[src/rtl/adder_arbiter_pkg.sv]
// Shared defaults and FSM encoding for the round-robin shared-adder arbiter.
package adder_arb_pkg;

  localparam int unsigned W_DEF    = 32;
  localparam int unsigned NREQ_DEF = 4;

  typedef enum logic [1:0] {
    IDLE = 2'd0,
    LO   = 2'd1,
    HI   = 2'd2,
    RESP = 2'd3
  } state_t;

  // Requester index width; never below one bit so a single-requester build stays legal.
  function automatic int unsigned id_width(input int unsigned n);
    return (n > 1) ? $clog2(n) : 1;
  endfunction

endpackage

[src/rtl/adder_arbiter_if.sv]
// Request/response bundle between requesters, the shared adder arbiter and the result consumer.
interface adder_arbiter_if
  import adder_arb_pkg::*;
#(
  parameter int unsigned NREQ = NREQ_DEF,
  parameter int unsigned W    = W_DEF
) ();

  localparam int unsigned DW  = 2 * W;
  localparam int unsigned IDW = id_width(NREQ);

  logic [NREQ-1:0]    req_valid;
  logic [NREQ-1:0]    req_ready;
  logic [NREQ-1:0]    req_wide;
  logic [NREQ*DW-1:0] req_a;
  logic [NREQ*DW-1:0] req_b;
  logic               resp_valid;
  logic               resp_ready;
  logic [IDW-1:0]     resp_id;
  logic [DW-1:0]      resp_sum;
  logic               resp_cout;

  modport master (
    output req_valid, req_wide, req_a, req_b, resp_ready,
    input  req_ready, resp_valid, resp_id, resp_sum, resp_cout
  );

  modport slave (
    input  req_valid, req_wide, req_a, req_b, resp_ready,
    output req_ready, resp_valid, resp_id, resp_sum, resp_cout
  );

endinterface

[src/rtl/adder_arbiter_add_core.sv]
// Combinational W-bit ripple adder shared by both halves of every operation.
module add_core #(
  parameter int unsigned W = 32
) (
  input  logic [W-1:0] a,
  input  logic [W-1:0] b,
  input  logic         cin,
  output logic [W-1:0] sum,
  output logic         cout
);

  assign {cout, sum} = (W+1)'(a) + (W+1)'(b) + (W+1)'(cin);

endmodule

[src/rtl/adder_arbiter.sv]
// Round-robin arbiter granting NREQ requesters access to one W-bit adder;
// 2W-bit adds take a second pass through the same adder.
module adder_arbiter
  import adder_arb_pkg::*;
#(
  parameter int unsigned NREQ = NREQ_DEF,
  parameter int unsigned W    = W_DEF
) (
  input logic            clk,
  input logic            rst,
  adder_arbiter_if.slave bus
);

  localparam int unsigned DW  = 2 * W;
  localparam int unsigned IDW = id_width(NREQ);

  state_t          state;
  logic [IDW-1:0]  last_grant;
  logic [IDW-1:0]  gnt_idx;
  logic            gnt_found;
  logic [NREQ-1:0] ready_c;
  logic [IDW-1:0]  id_q;
  logic [DW-1:0]   a_q;
  logic [DW-1:0]   b_q;
  logic            wide_q;
  logic [W-1:0]    sum_lo;
  logic            carry_q;
  logic [W-1:0]    add_a;
  logic [W-1:0]    add_b;
  logic [W-1:0]    add_sum;
  logic            add_cin;
  logic            add_cout;
  logic            resp_valid_q;
  logic [IDW-1:0]  resp_id_q;
  logic [DW-1:0]   resp_sum_q;
  logic            resp_cout_q;

  function automatic logic [IDW-1:0] rr_idx(input logic [IDW-1:0] base, input int unsigned k);
    return IDW'((32'(base) + k) % NREQ);
  endfunction

  // First valid requester strictly after last_grant, wrapping around.
  always_comb begin
    gnt_found = 1'b0;
    gnt_idx   = '0;
    for (int unsigned k = 1; k <= NREQ; k++) begin
      if (!gnt_found && bus.req_valid[rr_idx(last_grant, k)]) begin
        gnt_found = 1'b1;
        gnt_idx   = rr_idx(last_grant, k);
      end
    end
  end

  always_comb begin
    ready_c = '0;
    if (!rst && state == IDLE && gnt_found) ready_c[gnt_idx] = 1'b1;
  end

  // Low pass adds the bottom halves with cin=0; high pass chains the stored carry.
  assign add_a   = (state == HI) ? a_q[DW-1:W] : a_q[W-1:0];
  assign add_b   = (state == HI) ? b_q[DW-1:W] : b_q[W-1:0];
  assign add_cin = (state == HI) && carry_q;

  add_core #(.W(W)) u_add_core (
    .a    (add_a),
    .b    (add_b),
    .cin  (add_cin),
    .sum  (add_sum),
    .cout (add_cout)
  );

  always_ff @(posedge clk or posedge rst) begin
    if (rst) begin
      state        <= IDLE;
      last_grant   <= IDW'(NREQ - 1);
      id_q         <= '0;
      a_q          <= '0;
      b_q          <= '0;
      wide_q       <= 1'b0;
      sum_lo       <= '0;
      carry_q      <= 1'b0;
      resp_valid_q <= 1'b0;
      resp_id_q    <= '0;
      resp_sum_q   <= '0;
      resp_cout_q  <= 1'b0;
    end else begin
      case (state)
        IDLE: begin
          if (gnt_found) begin
            last_grant <= gnt_idx;
            id_q       <= gnt_idx;
            a_q        <= bus.req_a[gnt_idx*DW +: DW];
            b_q        <= bus.req_b[gnt_idx*DW +: DW];
            wide_q     <= bus.req_wide[gnt_idx];
            state      <= LO;
          end
        end
        LO: begin
          sum_lo  <= add_sum;
          carry_q <= add_cout;
          if (wide_q) begin
            state <= HI;
          end else begin
            state        <= RESP;
            resp_valid_q <= 1'b1;
            resp_id_q    <= id_q;
            resp_sum_q   <= {{W{1'b0}}, add_sum};
            resp_cout_q  <= add_cout;
          end
        end
        HI: begin
          carry_q      <= add_cout;
          state        <= RESP;
          resp_valid_q <= 1'b1;
          resp_id_q    <= id_q;
          resp_sum_q   <= {add_sum, sum_lo};
          resp_cout_q  <= add_cout;
        end
        RESP: begin
          if (bus.resp_ready) begin
            resp_valid_q <= 1'b0;
            state        <= IDLE;
          end
        end
        default: state <= IDLE;
      endcase
    end
  end

  assign bus.req_ready  = ready_c;
  assign bus.resp_valid = resp_valid_q;
  assign bus.resp_id    = resp_id_q;
  assign bus.resp_sum   = resp_sum_q;
  assign bus.resp_cout  = resp_cout_q;

endmodule

[src/flat_wrapper.sv]
// flat-port wrapper written by rule: the top's interface ports become plain ports
module adder_arbiter_flat import adder_arb_pkg::*;
#(
  parameter int unsigned NREQ = NREQ_DEF,
  parameter int unsigned W    = W_DEF
)
  (clk, rst, bus_req_valid, bus_req_wide, bus_req_a, bus_req_b, bus_resp_ready, bus_req_ready, bus_resp_valid, bus_resp_id, bus_resp_sum, bus_resp_cout);
  adder_arbiter_if #(.NREQ(NREQ), .W(W)) bus_i ();
  input logic clk;
  input logic rst;
  input wire logic [$bits(bus_i.req_valid)-1:0] bus_req_valid;
  input wire logic [$bits(bus_i.req_wide)-1:0] bus_req_wide;
  input wire logic [$bits(bus_i.req_a)-1:0] bus_req_a;
  input wire logic [$bits(bus_i.req_b)-1:0] bus_req_b;
  input wire logic [$bits(bus_i.resp_ready)-1:0] bus_resp_ready;
  output wire logic [$bits(bus_i.req_ready)-1:0] bus_req_ready;
  output wire logic [$bits(bus_i.resp_valid)-1:0] bus_resp_valid;
  output wire logic [$bits(bus_i.resp_id)-1:0] bus_resp_id;
  output wire logic [$bits(bus_i.resp_sum)-1:0] bus_resp_sum;
  output wire logic [$bits(bus_i.resp_cout)-1:0] bus_resp_cout;
  assign bus_i.req_valid = bus_req_valid;
  assign bus_i.req_wide = bus_req_wide;
  assign bus_i.req_a = bus_req_a;
  assign bus_i.req_b = bus_req_b;
  assign bus_i.resp_ready = bus_resp_ready;
  assign bus_req_ready = bus_i.req_ready;
  assign bus_resp_valid = bus_i.resp_valid;
  assign bus_resp_id = bus_i.resp_id;
  assign bus_resp_sum = bus_i.resp_sum;
  assign bus_resp_cout = bus_i.resp_cout;
  adder_arbiter #(.NREQ(NREQ), .W(W)) u_core (.clk(clk), .rst(rst), .bus(bus_i));
endmodule
[config.mk]
export PLATFORM = sky130hd
export DESIGN_NAME = adder_arbiter_flat
export DESIGN_NICKNAME = d
export VERILOG_FILES = /design/src/rtl/adder_arbiter_pkg.sv /design/src/rtl/adder_arbiter_if.sv /design/src/rtl/adder_arbiter_add_core.sv /design/src/rtl/adder_arbiter.sv /design/src/flat_wrapper.sv
export SDC_FILE = /design/constraint.sdc
export NUM_CORES = 1
export LEC_CHECK = 0
export ABC_AREA = 1
export CAP_MARGIN = 20
export CELL_PAD_IN_SITES_DETAIL_PLACEMENT = 0
export CELL_PAD_IN_SITES_GLOBAL_PLACEMENT = 2
export CORE_ASPECT_RATIO = 1.75
export CORE_UTILIZATION = 25
export CTS_CLUSTER_DIAMETER = 120
export CTS_CLUSTER_SIZE = 14
export DETAILED_ROUTE_END_ITERATION = 8
export PLACE_DENSITY_LB_ADDON = 0.1
export SYNTH_ARGS = -nofsm -noshare
export SYNTH_HDL_FRONTEND = slang
export SYNTH_SLANG_ARGS = --single-unit
[constraint.sdc]
create_clock -name clk -period 27.2 [get_ports clk]
set_clock_uncertainty 0.15 [all_clocks]
set_input_delay 5.44 -clock clk [delete_from_list [all_inputs] [get_ports clk]]
set_output_delay 5.44 -clock clk [all_outputs]
set_load 0.1 [all_outputs]
==> metrics.txt, run 1 <==
outcome finished clean; RSZ-0062 raised after global routing false; post-layout minimum cycle time 14.95 ns; buffer type at the clock tree root sky130_fd_sc_hd__clkbuf_16; clock latency on the worst-skew pair 0.54 ns; Crit path largest cell delay 1.17 ns; maximum number of pins on one net before global-route repair 131; ordered list of cells on the worst path clkdlybuf4s50_1, nand2_1, nand2_1, nand2_1, nand2_1, nor2_4, nand3_4, nand2_4, inv_4, nand2_1, nor3_1, clkdlybuf4s50_1; total routed wirelength 87.2 mm; main flop type after synthesis sky130_fd_sc_hd__dfrtp_1; Tot GR Track Use 23.5%; most instantiated cells after synthesis sky130_fd_sc_hd__nand2_1 (1808), sky130_fd_sc_hd__nand4_1 (258), sky130_fd_sc_hd__dfrtp_1 (234); row cnt 129; via count of the first global-routing pass 21142; Max Root-Sink Buffers 3; top-area cell type share of the netlist area 38.0%; iteration-0 DRC count of the detailed router 1032; I/O pin count 595; number of inserted filler cells in the final layout 7858; pre-CTS setup slack 12.24 ns; count of buffers from port buffering 594; Setup crit start bus_req_valid[2]; maximum level of the CTS H-tree 1; dpl cells 4303; kind of end point of the critical path primary output; count of state elements after synthesis 236; setup slack after layout 12.25 ns; drt via density 4.79; setup violation total in the final timing report 0; flip-flop and latch area 0.00591 mm²; Avg Cell Area, Syn 6.00 µm²; most common cell in the synthesized netlist sky130_fd_sc_hd__nand2_1; layout overhead on the synthesized area 39.0%; # Post-CTS Setup Buffers 0; Post-Layout Cell Count 4340; routability congestion estimate from global placement 0.879; hold_buf cts 0; number of buffers created by CTS 20; Die X-Extent 204 µm; element type at the critical path start input port; cell taking the most area after synthesis sky130_fd_sc_hd__nand2_1; source of the worst hold timing path u_core.sum_lo[16]$_DFFE_PP0P_; Synthesized Nets 3540; critical register-to-register path startpoint u_core.last_grant[0]$_DFFE_PP1P_; height of the die 356 µm; global-route wire length before repair 130 mm; critical path arrival 9.36 ns; required time at the endpoint of the critical path 21.61 ns; via count 20798; relative slew slack 30.8%; fraction of registers with async set/reset 100%; length of the first detailed-routing pass in iterations 5; total clock sinks 236; Fin. Hold Viols 0; Multi-input gate area 0.0108 mm²; WL/cell 20.1 µm; largest fanout of any net on the critical path 61; PostCTS Resize Cnt 0; gr ovfl total 0; Slew Viols, Final 0; post-route setup TNS 0 ns; family of cells with the greatest summed delay on the critical path buffers and inverters; synthesized area 0.0179 mm²; top cells by area in the synthesized netlist sky130_fd_sc_hd__nand2_1 (38%), sky130_fd_sc_hd__dfrtp_1 (33%), sky130_fd_sc_hd__nand4_1 (9.0%); CP Class input port to primary output; detailed placer's ending HPWL 67.7 mm; final net count 3969; Die ar. 0.0726 mm²; CORE AREA 0.0707 mm²; actual transition at the worst max-transition pin 1.04 ns; Post-DRT Antenna Nets 0; starting density of the core 25.3%; clock transition time at the flip-flop clock pins of the worst setup and hold paths 0.07 ns; Synthesis Warnings 0; Crit-path slowest cell sky130_fd_sc_hd__clkdlybuf4s50_1; max-cap violations 0; worst min path class flop to flop; fraction of final layout cells with drive strength greater than 1 2.28%; Post-synth EDFFs 0; WP buf/inv 3; synthesized instance count 2979; sequential element share of the synthesized area 33.1%; cell with the most instances on the worst path sky130_fd_sc_hd__nand2_1; Achievable Freq 66.9 MHz; number of remaining DRC errors 0; number of distinct library cells after synthesis 38; number of antenna violations at the first check in global routing 7; share of the clock period used by the worst path 55.0%; CTS tree built
placed cells by master, fill, tap and decap left out, types with 2 or more instances in the layout:
cell	n
sky130_fd_sc_hd__a21o_1	4
sky130_fd_sc_hd__a21oi_1	56
sky130_fd_sc_hd__a31oi_1	6
sky130_fd_sc_hd__buf_4	34
sky130_fd_sc_hd__clkbuf_1	8
sky130_fd_sc_hd__clkbuf_16	20
sky130_fd_sc_hd__clkdlybuf4s50_1	583
sky130_fd_sc_hd__dfrtp_1	234
sky130_fd_sc_hd__dfstp_2	2
sky130_fd_sc_hd__diode_2	7
sky130_fd_sc_hd__fa_1	2
sky130_fd_sc_hd__ha_1	35
sky130_fd_sc_hd__inv_1	76
sky130_fd_sc_hd__inv_2	4
sky130_fd_sc_hd__inv_4	2
sky130_fd_sc_hd__nand2_1	1807
sky130_fd_sc_hd__nand3_1	56
sky130_fd_sc_hd__nand3_4	3
sky130_fd_sc_hd__nand3b_1	2
sky130_fd_sc_hd__nand4_1	258
sky130_fd_sc_hd__nor2_1	72
sky130_fd_sc_hd__nor3_1	11
sky130_fd_sc_hd__o211ai_1	5
sky130_fd_sc_hd__o21a_1	9
sky130_fd_sc_hd__o21ai_0	93
sky130_fd_sc_hd__o21bai_1	4
sky130_fd_sc_hd__xnor2_1	12
registers in the layout, summed over array words and instances, names as in the netlist:
register               count
u_core.bus.resp_sum       64
u_core.b_q                64
u_core.wide_q              1
u_core.carry_q             1
u_core.bus.resp_id         2
u_core.sum_lo             32
u_core.bus.resp_cout       1
u_core.a_q                64
u_core.bus.resp_valid      1
u_core.last_grant          2
u_core.state               2
u_core.id_q                2
worst register-to-register path, stage by stage, from the launching register on:
cell and delay [ns]:
sky130_fd_sc_hd__dfstp_2 0.70, sky130_fd_sc_hd__nand2_1 0.13, sky130_fd_sc_hd__nand2_1 0.14, sky130_fd_sc_hd__nand2_1 0.08, sky130_fd_sc_hd__nand2_1 0.11, sky130_fd_sc_hd__nor2_4 0.06, sky130_fd_sc_hd__nand3_4 0.25, sky130_fd_sc_hd__buf_4 0.82
sky130_fd_sc_hd__buf_4 0.80, sky130_fd_sc_hd__buf_4 0.93, sky130_fd_sc_hd__nand4_1 0.25, sky130_fd_sc_hd__nand2_1 0.14, sky130_fd_sc_hd__nand2_1 0.06, sky130_fd_sc_hd__nand2_1 0.21, sky130_fd_sc_hd__nand2_1 0.09, sky130_fd_sc_hd__nand2_1 0.08
cells by family (layout without fill, tap and decap cells):
logic type	after synthesis	count (layout)	synth area share, %
AO/OA/AOI/OAI	183	183	5.56
XOR/XNOR	13	13	0.637
adder cells (fa/ha/maj)	38	38	2.75
buffers and inverters	295	732	7.11
flip-flops	236	236	33.1
other	0	7	0
AND/OR/NAND/NOR	2214	2214	50.9
cell type report:
type                            instances  share of cell area (%)
Inverter                               84                    1.33
Clock inverter                          1                  0.0655
Timing Repair Buffer                  618                    24.6
Antenna cell                            7                  0.0706
Tap cell                              917                    4.62
Sequential cell                       236                    23.8
Multi-Input combinational cell       2448                    43.3
Clock buffer                           29                    2.19
final timing paths:
check	to	slack [ns]	depth (start not counted)
min	u_core.sum_lo[16]$_DFFE_PP0P_	0.33	2
max reg2reg	u_core.b_q[37]$_DFFE_PP0P_	22.10	15
min reg2reg	u_core.sum_lo[16]$_DFFE_PP0P_	0.33	2
max	bus_req_ready[0]	12.25	12
min in group asynchronous	u_core.bus.resp_sum[35]$_DFFE_PP0P_	5.29	2
max in group asynchronous	u_core.bus.resp_sum[28]$_DFFE_PP0P_	20.06	3
stage by stage:
stage               instance area [µm²]  utilization (%)  hold WS, ns
floorplan                         17900                -        0.294
global placement                  24200             34.3        0.309
detailed placement                24200             34.3        0.311
CTS                               24800             35.1        0.329
global route                      24800             35.1        0.345
finish                            24800             35.1        0.328
per-layer routing:
metal	track usage, %	share of wire, %	up-vias	wire length, µm
li1	-	-	10390	-
met1	27.7	41	9783	35400
met2	44.3	53	550	46100
met3	2.46	4.0	75	3470
met4	6.82	2.7	0	2320
met5	0	0	-	0
Power of run 1 is left out: the tool's default activity adds up to more than one toggle a clock period on the data nets, which glitch-free logic cannot reach.
==> run 2: changes to the inputs <==
--- a/config.mk
+++ b/config.mk
@@ -10,7 +10,7 @@
 export CELL_PAD_IN_SITES_DETAIL_PLACEMENT = 0
 export CELL_PAD_IN_SITES_GLOBAL_PLACEMENT = 2
 export CORE_ASPECT_RATIO = 1.75
-export CORE_UTILIZATION = 25
+export CORE_UTILIZATION = 23
 export CTS_CLUSTER_DIAMETER = 120
 export CTS_CLUSTER_SIZE = 14
 export DETAILED_ROUTE_END_ITERATION = 8
==> constraint.sdc (replaced) <==
create_clock -name clk -period 15.3 [get_ports clk]
set_clock_uncertainty 0.15 [all_clocks]
set_input_delay 3.06 -clock clk [delete_from_list [all_inputs] [get_ports clk]]
set_output_delay 3.06 -clock clk [all_outputs]
set_load 0.1 [all_outputs]
==> run 2 against run 1 <==
Compared with the run above: global-route usage fell by 1.5 points; die area grew 8.6%; worst setup slack lost 7.5 ns; cell count up 2.1%; wire length rose by 1.3%; non-clock buffer count grew 1; utilization fell by 2.6 points; critical path depth stayed put; via count shrank 0.22%; count of clock-buffer cells in the layout fell by 7; register-to-register slack worse by 13 ns; highest routed layer is now met5.
==> metrics.txt, run 2 (synthesized netlist as in run 1, its figures left out) <==
Post-DRT Antenna Nets 0; actual transition at the worst max-transition pin 1.12 ns; starting density of the core 23.3%; RSZ-0062 raised after global routing false; largest fanout of any net on the critical path 63; Max Used Layer met5; gr ovfl total 0; CP Class input port to primary output; maximum level of the CTS H-tree 1; number of inserted filler cells in the final layout 8626; detailed placer's ending HPWL 68.5 mm; count of buffers from port buffering 594; Slew Viols, Final 0; via count 20753; number of antenna violations at the first check in global routing 3; metal1 wirelength 35.8 mm; post-layout minimum cycle time 10.51 ns; Max Root-Sink Buffers 3; met3 wirelength from detailed routing 3.48 mm; CTS tree built; total clock sinks 236; Tot GR Track Use 22.0%; outcome finished clean; Die ar. 0.0788 mm²; fraction of final layout cells with drive strength greater than 1 2.32%; # Post-CTS Setup Buffers 0; clock transition time at the flip-flop clock pins of the worst setup and hold paths 0.07 ns; Achievable Freq 95.1 MHz; iteration-0 DRC count of the detailed router 1084; drt via density 4.68; global-route wire length before repair 132 mm; layout overhead on the synthesized area 39.5%; total routed wirelength 88.3 mm; row cnt 134; I/O pin count 595; length of the first detailed-routing pass in iterations 5; max-cap violations 0; setup violation total in the final timing report 0; PostCTS Resize Cnt 0; number of remaining DRC errors 0; WL/cell 19.9 µm; maximum number of pins on one net before global-route repair 130; leading cell type in the layout, fill and taps excluded sky130_fd_sc_hd__nand2_1; element type at the critical path start input port; final net count 3970; via count of the first global-routing pass 21333; relative slew slack 25.6%; most used cells in the layout excluding fill and tap cells sky130_fd_sc_hd__nand2_1 (1807), sky130_fd_sc_hd__clkdlybuf4s50_1 (583), sky130_fd_sc_hd__nand4_1 (258); worst min path class flop to flop; post-route setup TNS 0 ns; routability congestion estimate from global placement 0.859; number of buffers created by CTS 20; kind of end point of the critical path primary output; share of the clock period used by the worst path 68.7%; Fin. Hold Viols 0; required time at the endpoint of the critical path 12.09 ns; clock latency on the worst-skew pair 0.53 ns; Die X-Extent 213 µm; CORE AREA 0.0766 mm²; wire length on met2 47.6 mm; critical path arrival 7.30 ns; height of the die 371 µm; hold_buf cts 0; buffer type at the clock tree root sky130_fd_sc_hd__clkbuf_16
==> run 2: cell types whose count changed in the layout (fill, tap and decap cells not counted), sizes merged <==
cell,previous run,this run
clkbuf,29,22
diode,7,2
buf,35,36
clkinv,2,1
==> run 2: layout make-up <==
type	instances	area [µm²]	share of cell area, %
sequential	236	5910	23.7
clock buffer	22	539	2.16
inverter	84	329	1.32
antenna	2	5.00	0.0201
multi-input combinational	2448	10800	43.1
tap	1020	1280	5.12
timing repair buffer	619	6120	24.5
==> run 2: metrics by stage <==
step                std cells  util (%)  setup slack [ns]  cell area, µm²  hold slack [ns]
global route             4431      32.5              4.50           24900            0.349
finish                   4431      32.5              4.79           24900            0.327
floorplan                2979         -              1.19           17900            0.294
global placement         4407      31.8              4.86           24400            0.309
CTS                      4429      32.5              4.80           24900            0.330
detailed placement       4407      31.8              4.80           24400            0.311
==> run 2: final timing paths <==
path                                                   from  depth (start not counted)                                   to  slack (ns)
max in group asynchronous                               rst                          3            u_core.a_q[6]$_DFFE_PP0P_       10.57
min in group asynchronous                               rst                          2  u_core.bus.resp_sum[37]$_DFFE_PP0P_        2.97
min                           u_core.sum_lo[16]$_DFFE_PP0P_                          2        u_core.sum_lo[16]$_DFFE_PP0P_        0.33
max                                        bus_req_valid[0]                         12                     bus_req_ready[2]        4.79
min reg2reg                   u_core.sum_lo[16]$_DFFE_PP0P_                          2        u_core.sum_lo[16]$_DFFE_PP0P_        0.33
max reg2reg                u_core.last_grant[0]$_DFFE_PP1P_                         17           u_core.b_q[39]$_DFFE_PP0P_        9.54
==> run 2: worst max-delay path, cell delays in order <==
cell	delay (ns)
sky130_fd_sc_hd__clkdlybuf4s50_1	0.50
sky130_fd_sc_hd__nand2_1	0.07
sky130_fd_sc_hd__nand2_1	0.12
sky130_fd_sc_hd__nand2_1	0.06
sky130_fd_sc_hd__nand2_1	0.08
sky130_fd_sc_hd__inv_1	0.08
sky130_fd_sc_hd__nand3_4	0.45
sky130_fd_sc_hd__nand2_4	0.40
sky130_fd_sc_hd__inv_4	0.61
sky130_fd_sc_hd__nand2_1	0.23
sky130_fd_sc_hd__nor3_1	0.36
sky130_fd_sc_hd__clkdlybuf4s50_1	1.21
==> run 2: routing by layer <==
metal	GRT usage, %	vias to the layer above
met1	26.0	9754
met5	0	-
met4	4.16	2
met2	42.0	537
met3	2.48	62
li1	-	10398
Power of run 2 is left out for the same reason.
==> run 3: changes to the inputs <==
--- a/config.mk
+++ b/config.mk
@@ -10,7 +10,7 @@
 export CELL_PAD_IN_SITES_DETAIL_PLACEMENT = 0
 export CELL_PAD_IN_SITES_GLOBAL_PLACEMENT = 2
 export CORE_ASPECT_RATIO = 1.75
-export CORE_UTILIZATION = 23
+export CORE_UTILIZATION = 21
 export CTS_CLUSTER_DIAMETER = 120
 export CTS_CLUSTER_SIZE = 14
 export DETAILED_ROUTE_END_ITERATION = 8
==> constraint.sdc (replaced) <==
create_clock -name clk -period 9.4 [get_ports clk]
set_clock_uncertainty 0.15 [all_clocks]
set_input_delay 1.88 -clock clk [delete_from_list [all_inputs] [get_ports clk]]
set_output_delay 1.88 -clock clk [all_outputs]
set_load 0.1 [all_outputs]
==> run 3 against run 2 <==
Compared with the run above: highest routed layer is now met4; flip-flop and latch count unchanged; critical path type unchanged; register-to-register slack lost 5.5 ns; die area is 9.5% higher; largest cell class unchanged.
==> metrics.txt, run 3 (synthesized netlist as in run 1, its figures left out) <==
outcome finished clean; Crit-path slowest cell sky130_fd_sc_hd__clkdlybuf4s50_1; detailed placer's ending HPWL 71.3 mm; post-route setup TNS 0 ns; number of buffers created by CTS 20; iteration-0 DRC count of the detailed router 1442; starting density of the core 21.2%; WL/cell 20.7 µm; critical path arrival 4.63 ns; element type at the critical path start input port; setup violation total in the final timing report 0; length of the first detailed-routing pass in iterations 6; PostCTS Resize Cnt 0; number of antenna violations at the first check in global routing 10; height of the die 388 µm; buffer type at the clock tree root sky130_fd_sc_hd__clkbuf_16; Achievable Freq 150 MHz; via count 20784; Max Root-Sink Buffers 3; hold_buf cts 0; clock latency on the worst-skew pair 0.53 ns; final net count 3972; leading cell type in the layout, fill and taps excluded sky130_fd_sc_hd__nand2_1; Tot GR Track Use 21.1%; maximum level of the CTS H-tree 1; Post-DRT Antenna Nets 0; CP Class input port to primary output; clock transition time at the flip-flop clock pins of the worst setup and hold paths 0.08 ns; Die X-Extent 222 µm; total routed wirelength 92.9 mm; layout overhead on the synthesized area 40.2%; CORE AREA 0.0843 mm²; actual transition at the worst max-transition pin 1.08 ns; count of buffers from port buffering 594; largest fanout of any net on the critical path 48; via count of the first global-routing pass 21591; most used cells in the layout excluding fill and tap cells sky130_fd_sc_hd__nand2_1 (1807), sky130_fd_sc_hd__clkdlybuf4s50_1 (576), sky130_fd_sc_hd__nand4_1 (258); # Post-CTS Setup Buffers 0; fraction of final layout cells with drive strength greater than 1 2.58%; worst min path class flop to flop; ordered list of cells on the worst path clkdlybuf4s50_1, nand2_1, nand2_1, nand2_1, nand2_1, inv_1, nand3_4, nand2_4, inv_4, nand2_1, nor3_1, buf_4; number of remaining DRC errors 0; setup slack after layout 2.74 ns; post-layout minimum cycle time 6.66 ns; CTS tree built; drt via density 4.63; cell with the most instances on the worst path sky130_fd_sc_hd__nand2_1; total clock sinks 236; Fin Hold WS 0.328 ns; required time at the endpoint of the critical path 7.37 ns; Slew Viols, Final 0; relative slew slack 28.2%; kind of end point of the critical path primary output; share of the clock period used by the worst path 70.8%; I/O pin count 595; global-route wire length before repair 139 mm; row cnt 141; RSZ-0062 raised after global routing false; maximum number of pins on one net before global-route repair 170; max-cap violations 0; pre-CTS setup slack 2.74 ns; routability congestion estimate from global placement 0.853; Fin. Hold Viols 0; Crit path largest cell delay 0.50 ns; gr ovfl total 0; Die ar. 0.0863 mm²
==> run 3: cell count changes in the layout (fill, tap and decap cells not counted) <==
cell / change
sky130_fd_sc_hd__clkdlybuf4s50_1: -7
sky130_fd_sc_hd__buf_4: +6
sky130_fd_sc_hd__diode_2: +6
sky130_fd_sc_hd__buf_12: +3
sky130_fd_sc_hd__clkinvlp_4: +1
sky130_fd_sc_hd__inv_8: -1
==> run 3: per-layer routing <==
metal | wire length, µm | up-vias | track usage, % | share of wire, %
li1 | - | 10386 | - | -
met3 | 3350 | 50 | 2.08 | 3.6
met2 | 50000 | 561 | 40.3 | 54
met1 | 38100 | 9787 | 25.0 | 41
met4 | 1430 | 0 | 4.33 | 1.5
met5 | 0 | - | 0 | 0
==> run 3: final cells by class <==
cell class	count	area (µm²)
fill	9538	59300
multi-input combinational	2448	10800
timing repair buffer	621	6150
sequential	236	5910
tap	1072	1340
clock buffer	22	539
inverter	84	325
antenna	8	20.0
==> run 3: final timing paths <==
check                                               from                            end  slack, ns  cells past startpoint
max                                     bus_req_valid[0]               bus_req_ready[2]       2.74                     12
min                        u_core.sum_lo[16]$_DFFE_PP0P_  u_core.sum_lo[16]$_DFFE_PP0P_       0.33                      2
max reg2reg                  u_core.state[0]$_DFFE_PP0P_     u_core.carry_q$_DFFE_PP0P_       4.04                     20
min reg2reg                u_core.sum_lo[16]$_DFFE_PP0P_  u_core.sum_lo[16]$_DFFE_PP0P_       0.33                      2
max in group asynchronous                            rst     u_core.b_q[61]$_DFFE_PP0P_       5.79                      4
min in group asynchronous                            rst     u_core.id_q[0]$_DFFE_PP0P_       1.75                      3
==> run 3: worst max-delay path, delay by kind of cell <==
| kind | cells | cell delay (ns) |
|---|---|---|
| AND/OR/NAND/NOR | 8 | 1.65 |
| buffers and inverters | 4 | 1.07 |
==> run 3: metrics by stage <==
stage / utilization [%] / cells / instance area [µm²]
2_1_floorplan: - / 2979 / 17900
3_3_place_gp: 29.0 / 4461 / 24500
3_5_place_dp: 29.0 / 4461 / 24500
4_1_cts: 29.7 / 4483 / 25000
5_1_grt: 29.7 / 4491 / 25000
6_report: 29.7 / 4491 / 25000
Power of run 3 is left out for the same reason.
